**src/rtl/active_list_retire.sv**
```systemverilog
// In-order retirement and mispredict rollback engine for the renamed OoO core.
// Optional perf counters are built when AL_PERF_CNT_EN is defined.
module active_list_retire #(
  parameter int AL_DEPTH = 32,
  parameter int TAG_W    = 5,
  parameter int PHYS_W   = 6,
  parameter int ARCH_W   = 5
) (
  input  logic              clk,
  input  logic              rst_n,
  input  logic              alloc_valid,
  output logic              alloc_ready,
  input  logic              alloc_uses_rw,
  input  logic [ARCH_W-1:0] alloc_arch,
  input  logic [PHYS_W-1:0] alloc_new_phys,
  input  logic [PHYS_W-1:0] alloc_old_phys,
  output logic [TAG_W-1:0]  alloc_tag,
  input  logic              wb_valid,
  input  logic [TAG_W-1:0]  wb_tag,
  input  logic              mispredict_valid,
  input  logic [TAG_W-1:0]  mispredict_tag,
  output logic              commit_valid,
  output logic [TAG_W-1:0]  commit_tag,
  output logic              free_valid,
  output logic [PHYS_W-1:0] free_phys,
  output logic              rmt_restore_valid,
  output logic [ARCH_W-1:0] rmt_restore_arch,
  output logic [PHYS_W-1:0] rmt_restore_phys,
  output logic              rollback_busy,
  output logic              empty,
  output logic              full
`ifdef AL_PERF_CNT_EN
  ,
  output logic [31:0]       perf_commits,
  output logic [31:0]       perf_squashes
`endif
);

  typedef enum logic {RUN = 1'b0, ROLLBACK = 1'b1} state_t;

  localparam logic [TAG_W:0] PTR_ONE = 1;

  state_t           state, state_next;
  logic [TAG_W:0]   head, tail, tail_m1;
  logic [TAG_W:0]   target, target_next;
  logic [TAG_W-1:0] head_idx, tail_idx, pop_idx;
  logic [TAG_W:0]   mp_off, tgt_off, mp_target;
  logic             mp_hit, mp_youngest;
  logic             commit_fire, alloc_fire, pop_fire;

  logic [AL_DEPTH-1:0] valid, done;
  logic                uses_rw_mem  [AL_DEPTH];
  logic [ARCH_W-1:0]   arch_mem     [AL_DEPTH];
  logic [PHYS_W-1:0]   new_phys_mem [AL_DEPTH];
  logic [PHYS_W-1:0]   old_phys_mem [AL_DEPTH];

  assign head_idx = head[TAG_W-1:0];
  assign tail_idx = tail[TAG_W-1:0];
  assign tail_m1  = tail - PTR_ONE;
  assign pop_idx  = tail_m1[TAG_W-1:0];

  // Ages are measured as distance from head so wrapped tags compare correctly.
  assign mp_off    = {1'b0, mispredict_tag - head_idx};
  assign tgt_off   = target - head;
  assign mp_target = head + mp_off + PTR_ONE;

  assign mp_hit      = mispredict_valid && valid[mispredict_tag];
  assign mp_youngest = (mispredict_tag == pop_idx);
  assign commit_fire = (state == RUN) && valid[head_idx] && done[head_idx];
  assign alloc_fire  = alloc_valid && alloc_ready;
  assign pop_fire    = (state == ROLLBACK);

  assign empty     = (head == tail);
  assign full      = (head_idx == tail_idx) && (head[TAG_W] != tail[TAG_W]);
  assign alloc_tag = tail_idx;

  // NOTE: sequential state uses non-blocking assignments so every flop samples pre-edge values.
  always_ff @(posedge clk or negedge rst_n) begin
    if (!rst_n) begin
      state  <= RUN;
      target <= '0;
    end else begin
      state  <= state_next;
      target <= target_next;
    end
  end

  // NOTE: every comb output gets a default first, so no path can infer a latch.
  always_comb begin
    state_next  = state;
    target_next = target;
    case (state)
      RUN: begin
        if (mp_hit && !mp_youngest) begin
          state_next  = ROLLBACK;
          target_next = mp_target;
        end
      end
      ROLLBACK: begin
        if (mp_hit && (mp_off < tgt_off))
          target_next = mp_target;
        if (tail_m1 == target_next)
          state_next = RUN;
      end
      default: state_next = RUN;
    endcase
  end

  always_comb begin
    alloc_ready   = (state == RUN) && !full && !mispredict_valid;
    rollback_busy = (state == ROLLBACK);
  end

  always_ff @(posedge clk or negedge rst_n) begin
    if (!rst_n) begin
      head  <= '0;
      tail  <= '0;
      valid <= '0;
      done  <= '0;
    end else begin
      if (wb_valid && valid[wb_tag])
        done[wb_tag] <= 1'b1;
      if (alloc_fire) begin
        valid[tail_idx] <= 1'b1;
        done[tail_idx]  <= 1'b0;
        tail            <= tail + PTR_ONE;
      end
      if (commit_fire) begin
        valid[head_idx] <= 1'b0;
        done[head_idx]  <= 1'b0;
        head            <= head + PTR_ONE;
      end
      if (pop_fire) begin
        valid[pop_idx] <= 1'b0;
        done[pop_idx]  <= 1'b0;
        tail           <= tail_m1;
      end
    end
  end

  // NOTE: payload storage has no reset; valid bits alone decide whether an entry is meaningful.
  always_ff @(posedge clk) begin
    if (alloc_fire) begin
      uses_rw_mem[tail_idx]  <= alloc_uses_rw;
      arch_mem[tail_idx]     <= alloc_arch;
      new_phys_mem[tail_idx] <= alloc_new_phys;
      old_phys_mem[tail_idx] <= alloc_old_phys;
    end
  end

  always_ff @(posedge clk or negedge rst_n) begin
    if (!rst_n) begin
      commit_valid      <= 1'b0;
      commit_tag        <= '0;
      free_valid        <= 1'b0;
      free_phys         <= '0;
      rmt_restore_valid <= 1'b0;
      rmt_restore_arch  <= '0;
      rmt_restore_phys  <= '0;
    end else begin
      commit_valid      <= commit_fire;
      free_valid        <= 1'b0;
      rmt_restore_valid <= 1'b0;
      if (commit_fire) begin
        commit_tag <= head_idx;
        free_valid <= uses_rw_mem[head_idx];
        free_phys  <= old_phys_mem[head_idx];
      end
      // Commit and rollback pop are mutually exclusive, so free_* has one source per cycle.
      if (pop_fire) begin
        rmt_restore_valid <= uses_rw_mem[pop_idx];
        rmt_restore_arch  <= arch_mem[pop_idx];
        rmt_restore_phys  <= old_phys_mem[pop_idx];
        free_valid        <= uses_rw_mem[pop_idx];
        free_phys         <= new_phys_mem[pop_idx];
      end
    end
  end

`ifdef AL_PERF_CNT_EN
  always_ff @(posedge clk or negedge rst_n) begin
    if (!rst_n) begin
      perf_commits  <= '0;
      perf_squashes <= '0;
    end else begin
      if (commit_fire) perf_commits  <= perf_commits + 32'd1;
      if (pop_fire)    perf_squashes <= perf_squashes + 32'd1;
    end
  end
`endif

endmodule

```
**config.mk**
```make
export PLATFORM = sky130hd
export DESIGN_NAME = active_list_retire
export DESIGN_NICKNAME = d
export VERILOG_FILES = /design/src/rtl/active_list_retire.sv
export SDC_FILE = /design/constraint.sdc
export NUM_CORES = 1
export LEC_CHECK = 0
export CORE_AREA = 2 2 250 252
export DETAILED_ROUTE_END_ITERATION = 6
export DIE_AREA = 0 0 252 254
export GPL_TIMING_DRIVEN = 0
export PLACE_DENSITY = 0.68
export SLEW_MARGIN = 0
export SYNTH_ARGS = -nofsm -noshare
export SYNTH_HDL_FRONTEND = slang
export SYNTH_SLANG_ARGS = --single-unit
```
**constraint.sdc**
```tcl
create_clock -name clk -period 6.4 [get_ports clk]
set_clock_uncertainty 0.05 [all_clocks]
set_input_delay 1.28 -clock clk [delete_from_list [all_inputs] [get_ports clk]]
set_output_delay 1.28 -clock clk [all_outputs]
set_load 0.005 [all_outputs]
```
# Word-level counts from Yosys, hierarchy flattened
# Memories as Yosys holds them, arrays and structs flattened. A register that Yosys moved wholly into a read port is not among the register bits.
# Cells that the tools add are included.
totals:
  reg_bits: 97
  latch_bits: 0
  ramBits: 576
  romBits: 0
  input_bits: 33
  output_inout_bits: 34
  wordCells: 109
  n_memories: 4
classes:
  add_sub_neg: 7
  n_mul: 0
  n_div: 0
  magnitude_cmp: 10
  eq_ne: 6
  n_shift: 0
  mux: 39
  n_bitwise: 11
  n_reduce_logical: 21
mem_list:
  columns: ["name", "depth", "word_bits", "rd", "rd_clocked_by_memory_dff", "write_ports", "line_no", "text"]
  rows:
  - ["new_phys_mem", 32, 6, 1, 0, 1, "54", "logic [PHYS_W-1:0] new_phys_mem [AL_DEPTH];"]
  - ["old_phys_mem", 32, 6, 2, 1, 1, "55", "logic [PHYS_W-1:0] old_phys_mem [AL_DEPTH];"]
  - ["arch_mem", 32, 5, 1, 1, 1, "53", "logic [ARCH_W-1:0] arch_mem [AL_DEPTH];"]
  - ["uses_rw_mem", 32, 1, 2, 0, 1, "52", "logic uses_rw_mem [AL_DEPTH];"]
ops:
  columns: ["op", "count"]
  rows:
  - ["32-bit 2-to-1 mux", 7]
  - ["32-bit AND", 5]
  - ["32-bit NOT", 3]
  - ["32-bit bitwise OR", 2]
  - ["6-bit 2-to-1 mux", 7]
  - ["5-bit by 6-bit less-than comparator with 1-bit output (second input constant)", 5]
  - ["1-bit binary-select mux with 5-bit select", 4]
  - ["1-bit demux with 5-bit select", 4]
  - ["5-bit by 1-bit >= comparator with 1-bit output (second input constant)", 4]
  - ["6-bit by 1-bit adder with 6-bit output (second input constant)", 3]
  - ["1-bit 2-to-1 mux", 15]
  - ["1-bit logical AND", 14]
  - ["6-bit == test", 2]
  - ["6-bit one-hot mux with 2 select lines", 1]
  - ["5-bit == test", 2]
  - ["6-bit by 5-bit adder with 6-bit output", 1]
  - ["5-bit by 6-bit less-than comparator with 1-bit output", 1]
  - ["6-bit by 1-bit subtractor with 6-bit output (second input constant)", 1]
  - ["6-bit subtractor", 1]
  - ["1-bit logical NOT", 5]
  - ["5-bit subtractor", 1]
  - ["2-bit nonzero test", 2]
  - ["2-bit by 1-bit != test with 1-bit output (second input constant)", 1]
  - ["1-bit one-hot mux with 2 select lines", 1]
  - ["2 further kinds", 2]

# Depth between registers and ports, before layout
depth:
  depth_word: 12
  depth_mapped: 20
  mapped_depth_nobuf: 16

# Least setup slack after synthesis
# OpenSTA, ideal clock, no wires.
synth_path:
  kind: "reg2reg"
  startpoint: "reg head[1]"
  endpoint: "reg state (netlist: rollback_busy)"
  setup_ns: 0.149
  t_arrival_ns: 4.466
  t_required_ns: 6.201
  path_slack_ns: 1.735
  stages_incl_launch_ff: 20
  n_path_buf: 5
  synth_period_minus_slack_ns: 4.665
  cell_sequence: "dfrtp_1 -> clkbuf_2 -> buf_8 -> buf_2 -> buf_2 -> buf_2 -> inv_1 -> fa_1 -> a21o_1 -> a21oi_1 -> xnor2_1 -> ha_1 -> nand2_1 -> a211oi_1 -> a211oi_1 -> or4_1 -> a22oi_1 -> a211oi_1 -> a2111oi_2 -> a41oi_1"
synth_between:
  elab_chain_len: 8
  elab_cells_between_ends: 11
  classes_between: "add/sub: 4; order compare: 1; eq/ne: 1; mux: 4; reduce/logical: 1"
synth_lines:
  columns: ["item", "line_no", "text"]
  rows:
  - ["from (decl)", "44", "logic [TAG_W:0] head, tail, tail_m1;"]
  - ["from (signal assigned)", "131", "head <= head + PTR_ONE;"]
  - ["5-bit subtractor or 6-bit subtractor (tied branches)", "63, 64", null]
  - ["6-bit by 5-bit adder with 6-bit output or 5-bit by 6-bit less-than comparator with 1-bit output (tied branches)", "65, 100", null]
  - ["6-bit by 1-bit adder with 6-bit output or 1-bit logical AND (tied branches)", "65, 100", null]
  - ["6-bit 2-to-1 mux (*)", "100", "if (mp_hit && (mp_off < tgt_off))"]
  - ["6-bit 2-to-1 mux (*)", "92", "case (state)"]
  - ["6-bit == test (*)", "102", "if (tail_m1 == target_next)"]
  - ["1-bit 2-to-1 mux (*)", "102", null]
  - ["1-bit one-hot mux with 2 select lines (*)", "92", null]
  - ["named net state_next", "43", "state_t state, state_next;"]
  - ["to (signal assigned)", "83", "state <= state_next;"]
  - ["to (decl)", "43", null]
# The timed path passes the listed nets; every way through them passes the cells marked *. The select of a mux whose other input is x is not followed.
# A chain may end at the register's enable or synchronous reset.

# Worst setup path in the final report
layout_path:
  startpoint: "reg tail[0]"
  endpoint: "reg done[6]"
layout_between:
  elab_chain_len: 11
  elab_cells_between_ends: 25
  classes_between: "add/sub: 1; order compare: 4; eq/ne: 1; mux: 7; bitwise: 5; reduce/logical: 7"
layout_lines:
  columns: ["item", "line_no", "text"]
  rows:
  - ["from (decl)", "44", null]
  - ["from (signal assigned)", "126", "tail <= tail + PTR_ONE;"]
  - ["from (signal assigned)", "136", "tail <= tail_m1;"]
  - ["branches (longest 10 deep; another with 6-bit by 1-bit subtractor with 6-bit output)", null, null]
  - ["32-bit 2-to-1 mux (*)", "133", "if (pop_fire) begin"]
  - ["to (signal, indexed assignment)", "125", "done[tail_idx] <= 1'b0;"]
  - ["to (signal, indexed assignment)", "130", "done[head_idx] <= 1'b0;"]
  - ["to (signal, indexed assignment)", "135", "done[pop_idx] <= 1'b0;"]
  - ["to (decl)", "51", "logic [AL_DEPTH-1:0] valid, done;"]
# Mark *: on every way between the ends.

==> impl_metrics.toml <==
[detailed_routing]
viasPerCell = 7.07
ant_nets = 0
drt-initial-drc-count = 3216
drt-pass1-iter-count = 7
wl_per_cell_um = 36.2
drc = 0
wl_um = 102000
vias = 19800

[cells_and_area]
regArea_sq_um = 20000
final_nets = 2025
finish.instance_area_sq_um = 35400
fill_cells = 4567
final_util_pct = 57.9
syn_to_final_growth_pct = 16.4
n_antenna_cell = 0
multi_input_area_sq_um = 10100
drive_gt1_share_pct = 24.6

[floorplan]
die_w_um = 252
num_io_pins = 67
rows = 91
die_y_um = 254
initial_core_util_pct = 49.7
dieArea_sq_um = 64000
fp.coreArea_sq_um = 61300

[synthesis]
synth_flop_cell = "edfxtp_1"
synth-seq-cells = 684
yosysSeqAreaShare_pct = 65.7
synth_mux_area_share_pct = 18.8
synth.distinct_cells = 72
synthAdderAreaFrac_pct = 1.39
syn-num-nets = 1853
netlist_area_sq_um = 30400
avgSynthCellArea_sq_um = 17.0
yosys_warnings = 0
synth_enable_flop_cells = 576
synth-simple-area-share_pct = 5.51
synth_top_family_by_area = "multiplexers"
synthXorXnorAreaFrac_pct = 1.06
synthArstFlopShare_pct = 15.8
synth_compound_area_share_pct = 5.57
synthCells = 1788

[sta]
hold_violations = 0
final.setup.worst_slack_ns = 0.0392
setup_viol = 0
tightestPinTransition_ns = 1.44
fin_crit_sh_pct = 99.4
drv_slew = 0
rsz0062_at_grt = "no"
relSlewSlack_pct = 3.28
fmax_ghz = 0.157
whs_ns = 0.457
fin_crit_ns = 6.36

[worst_setup_path]
slowest_delay_ns = 0.92
end_kind = "flop"
crit_buf_inv = 7
path_class = "reg2reg"
critPathTopFamily = "buffers and inverters"
critPathArrivalTime_ns = 6.80
crit_required_ns = 6.84
path_common_cell = "buf_2"
crit_fanout = 10
path_cells = "buf_2 -> buf_2 -> buf_2 -> buf_2 -> inv_1 -> ha_1 -> nor3b_1 -> xnor2_1 -> clkbuf_1 -> clkbuf_1 -> nand3_1 -> o22ai_1 -> nor3_1"
slowest_stage = "clkbuf_1"
crit_path_start_kind = "flop"

[place]
port_buffers = 65
hpwl_um = 66800
place_area_sq_um = 33100
post-place-ws_ns = -0.444
routabilityCongestion = 0.962

[clock_network]
cts_buffers = 73
cts_tree = "yes"
clk_latency_ns = 0.62
cts_max_level = 3
clk_path_buf_depth = 3
post-cts-setup-buffers = 0
clock-sinks = 684
path_clk_slew_ns = 0.05
ctsRootBufferMaster = "clkbuf_16"

[pwr]
clock_power_share_pct = 26.9
vdd_drop_max_mv = 0.239
p_sw_mw = 5.79
p_leak_nw = 11.8
power_mw = 15.6
pwr-share-seq_pct = 33.6
p_int_mw = 9.78
p_comb_share_pct = 39.5
switching_share_pct = 37.2
power_density_nw_per_um2 = 439

[grt]
grt_max_degree = 85
globalRoute.totalOverflow = 0
grt_usage_pct = 32.4
grt_pass1_wl_um = 143000
grt_antenna_before_repair = 2
grt_pass1_vias = 19300

[run]
drv_cap = 0

[worst_hold_path]
hold_class = "reg2reg"

[status]
outcome = "finished clean"
## layout make-up
class                   instances  share of cell area [%]
repair buffers                 98                    3.89
flip-flops and latches        684                    56.4
clock buffers                 104                    5.80
multi-input cells             978                    28.5
clock inverters                29                   0.868
plain buffers                 108                    1.54
inverters                      17                   0.180
well taps                     790                    2.79
## metal layers
layer	wire, um	share of wire (%)	track usage [%]	up-vias
li1	-	-	-	7606
met1	36500	36	44.3	10200
met2	45000	44	47.9	1710
met3	14400	14	9.41	320
met4	5850	5.7	16.2	4
met5	28	0.028	0	-
## cell families after synthesis
family	after synthesis
AO/OA/AOI/OAI	257
XOR/XNOR	37
adder cells (fa/ha/maj)	32
buffers and inverters	126
flip-flops	684
multiplexers	276
AND/OR/NAND/NOR	376
## sequential cells by signal, summed over array words and instances (netlist names)
register / flops
free_valid: 1
rmt_restore_valid: 1
rmt_restore_arch: 5
valid: 32
free_phys: 6
rmt_restore_phys: 6
commit_valid: 1
commit_tag: 5
target: 6
old_phys_mem: 192
arch_mem: 160
done: 32
tail: 6
rollback_busy: 1
new_phys_mem: 192
head: 6
uses_rw_mem: 32
## worst reg2reg max path: cells and delay by family (launching register included)
| kind | cells | cell delay [ns] |
|---|---|---|
| buffers and inverters | 7 | 3.81 |
| DFF | 1 | 0.47 |
| xor gates and xnor gates | 1 | 0.39 |
| AOI/OAI and AO/OA | 1 | 0.35 |
| and+or+nand+nor | 3 | 0.81 |
| adders and majority gates | 1 | 0.37 |
## worst paths after layout
| path | slack, ns | end | cells past startpoint | start |
|---|---|---|---|---|
| min in group asynchronous | 0.47 | valid[13]$_DFF_PN0_ | 1 | rst_n |
| min reg2reg | 0.46 | commit_tag[4]$_DFFE_PN0P_ | 1 | commit_tag[4]$_DFFE_PN0P_ |
| max in group asynchronous | 5.05 | rmt_restore_phys[0]$_DFFE_PN0P_ | 2 | rst_n |
| max | 0.04 | done[6]$_DFF_PN0_ | 13 | tail[0]$_DFFE_PN0P_ |
| min | 0.46 | commit_tag[4]$_DFFE_PN0P_ | 1 | commit_tag[4]$_DFFE_PN0P_ |
| max reg2reg | 0.04 | done[6]$_DFF_PN0_ | 13 | tail[0]$_DFFE_PN0P_ |
## cell usage in the layout (no fill, tap or decap), types with 23 or more instances in the layout
cell type,synthesis,final
a21oi_1,94,94
buf_2,38,39
clkbuf_1,46,59
clkbuf_16,0,74
clkdlybuf4s50_1,0,64
dfrtp_1,108,108
edfxtp_1,576,576
ha_1,29,29
mux2i_1,28,28
mux4_2,231,231
nand2_1,109,109
nor2_1,140,108
nor2_4,0,32
nor3_1,52,50
o22ai_1,40,40
xnor2_1,24,23
## timing repair
action / CTS / global route
setup endpoints to repair: 7 / 6
resized for setup: 4 / 10
hold buffers: 0 / 0
## synthesized netlist by cell type, drive strengths merged (3+ instances only)
library cell | instances | area share [%]
nor2 | 141 | 1.7
nand3b | 3 | 0.074
nor3b | 8 | 0.20
a311oi | 10 | 0.31
xnor2 | 24 | 0.69
mux2i | 28 | 0.92
o21ai | 21 | 0.37
buf | 62 | 1.2
a22o | 8 | 0.23
a22oi | 17 | 0.42
nor3 | 52 | 0.85
edfxtp | 576 | 57
a221oi | 12 | 0.35
fa | 3 | 0.20
mux4 | 234 | 17
a211oi | 5 | 0.12
nand2 | 110 | 1.4
nor2b | 8 | 0.16
o22ai | 40 | 0.82
a32oi | 5 | 0.14
inv | 16 | 0.20
ha | 29 | 1.2
nand4 | 4 | 0.082
xor2 | 13 | 0.37
nand2b | 6 | 0.12
mux2 | 14 | 0.54
a21oi | 94 | 1.5
and3 | 5 | 0.10
a21o | 7 | 0.17
a31oi | 15 | 0.31
o21a | 3 | 0.074
dfrtp | 108 | 8.9
nor4 | 7 | 0.16
clkbuf | 47 | 0.58
nand3 | 22 | 0.36
## power by group through the flow
stage / combinational (mW) / clock [mW] / sequential, mW
2_1_floorplan: 3.59 / 0 / 5.24
3_3_place_gp: 5.80 / 0 / 5.30
3_5_place_dp: 5.95 / 0 / 5.31
4_1_cts: 5.97 / 4.20 / 5.22
5_1_grt: 6.34 / 4.37 / 5.25
6_report: 6.15 / 4.18 / 5.23
## metrics by stage
stage	cells	TNS [ns]
5_1_grt	2808	0
3_3_place_gp	2643	-63.98
2_1_floorplan	1788	0
6_report	2808	0
4_1_cts	2809	0
3_5_place_dp	2676	-1.58
(Power assumes the default switching activity.)
==> patch (config.mk and constraints unchanged) <==
The parameter `ARCH_W` goes from 5 to 7.
--- a/src/rtl/active_list_retire.sv
+++ b/src/rtl/active_list_retire.sv
@@ -6,3 +6,3 @@
   parameter int PHYS_W   = 6,
-  parameter int ARCH_W   = 5
+  parameter int ARCH_W   = 7
 ) (
Interface: changed (resized alloc_arch and rmt_restore_arch); port bits go from 67 to 71. No check against the original RTL was run, so the function may have changed too.
==> patch against the original RTL <==
- the run now ends with setup timing left
- setup slack worse by 0.12 ns
- cell area is 8.8% higher
- sequential cell count is 66 higher
- power is 13% higher
- hold slack worse by 0.0041 ns
- routed wire length is 11% higher
- area after synthesis is 9.1% higher
- critical endpoint is now free_phys[5]
==> patch: results (changes against the original RTL) <==
Run status
  – Status: complete, but fails checks
  – Failing checks: setup timing

Critical path
  – Critical Path Max Stage Delay: 0.90 ns (-0.02 ns)
  – CP Capture Type: flop
  – Crit path capture: free_phys[5]

Logic synthesis
  – Register area share after synthesis: 66.2% (+0.45 points)
  – Top cells by area, synth: edfxtp_1, mux4_2, dfrtp_1, nor2_1, nand2_1
  – Top post-synthesis cells by count: edfxtp_1, mux4_2, nor2_1
  – Yosys cell types: 67 (-6.9%)

Cells and area
  – Final net count: 2,198 (+8.5%)
  – Fraction of layout cells with a size suffix above 1: 25.7% (+1.1 points)
  – Fill cells: 4,306 (-5.7%)
  – Top Registers: arch_mem (224), new_phys_mem (192), old_phys_mem (192)

Clocking
  – CTS HTree Levels: 3 (unchanged)
  – Cts bufs inserted: 80 (+9.6%)
  – Clock transition at the registers of the reported paths: 0.07 ns (+0.02 ns)

Placement
  – Final Wtd Congestion: 0.991 (+3.0%)
  – Port buffer count: 67 (+3.1%)
  – HPWL Detailed: 74,300 µm (+11%)

Routing
  – Drt via density: 7.18 (+1.6%)
  – Router iterations before antenna repair: 6 (-1)
  – Wirelength per Cell: 37.9 µm (+4.5%)
  – Initial DRC Count: 3,634 (+13%)

Global route
  – Largest net degree at the start of global routing: 73 (-14%)
  – Met2 Use GR: 54.5% (+6.6 points)
  – GR Util met3: 11.9% (+2.5 points)
  – Initial antenna violation count: 3 (+1)
  – First-pass GRT wire length: 158,000 µm (+10%)
  – Vias in the first global route: 20,814 (+7.9%)
  – GRT Resource Usage Total: 36.1% (+3.7 points)

Power and ir drop
  – Internal power: 10.8 mW (+11%)
  – Psw: 6.77 mW (+17%)
  – Combinational gate power: 7.17 mW (+17%)
  – Power Sequential: 5.79 mW (+11%)
  – Lkg Pwr: 12.7 nW (+7.1%)

Min path
  – Hold Crit Endpoint: commit_tag[2]
  – Hold path start: commit_tag[2]

Timing
  – Tightest Pin Transition: 1.47 ns (+0.0298 ns)
  – Final setup fails: 1 (+1)
  – Total negative slack: -0.0809 ns (-0.0809 ns)
  – Setup WS post-layout: -0.0809 ns (-0.120 ns)
  – Hold_ws: 0.453 ns (-0.00411 ns)
-- patch: changes by cell type in the layout (fill, tap and decap cells not counted), moves of 6 or more --
cell / delta
buf_12: +6
nor3_1: -30
clkbuf_16: +6
a211oi_1: +50
xnor2_1: +7
nand2_1: +12
a21oi_1: -15
mux2i_1: -11
edfxtp_1: +64
nor2_1: +23
mux4_2: +23
-- patch: worst register-to-register path: cells and delay by family (launching register included) --
kind | cells | cell delay, ns
AOI/OAI and AO/OA | 2 | 0.81
buffers and inverters | 7 | 3.58
and+or+nand+nor | 1 | 0.22
xor gates and xnor gates | 1 | 0.63
DFF | 1 | 0.52
muxes | 1 | 0.15
adders and majority gates | 1 | 0.37
-- patch: metrics by stage --
stage / cell area, µm² / setup WS (ns) / instances
after floorplan: 33200 / 1.80 / 1943
after CTS: 38500 / 0.00724 / 2985
after global placement: 34900 / -0.950 / 2800
final: 38600 / -0.0809 / 2986
after detailed placement: 35900 / -0.672 / 2839
after global routing: 38600 / 0.0406 / 2985
-- patch: final cells by class --
class | instances | share of cell area, %
Sequential cell | 750 | 57.0
Multi-Input combinational cell | 1041 | 28.1
Clock buffer | 106 | 5.73
Timing Repair Buffer | 106 | 3.72
Tap cell | 790 | 2.56
Buffer | 130 | 1.69
Clock inverter | 40 | 1.05
Inverter | 22 | 0.214
Antenna cell | 1 | 0.00649
-- patch: logic make-up after synthesis --
family | count (synthesis) | share of synthesized area, %
fa+ha+maj | 32 | 1.27
simple gates | 396 | 5.30
mux | 283 | 18.1
xor+xnor | 43 | 1.13
compound gates | 287 | 5.88
flops | 750 | 66.2
buf+inv | 152 | 2.12
-- patch: repair_timing --
item | 4_1_cts | 5_1_grt
endpoints found under the setup margin | 20 | 14
resized for setup | 10 | 20
hold buffers | 0 | 0
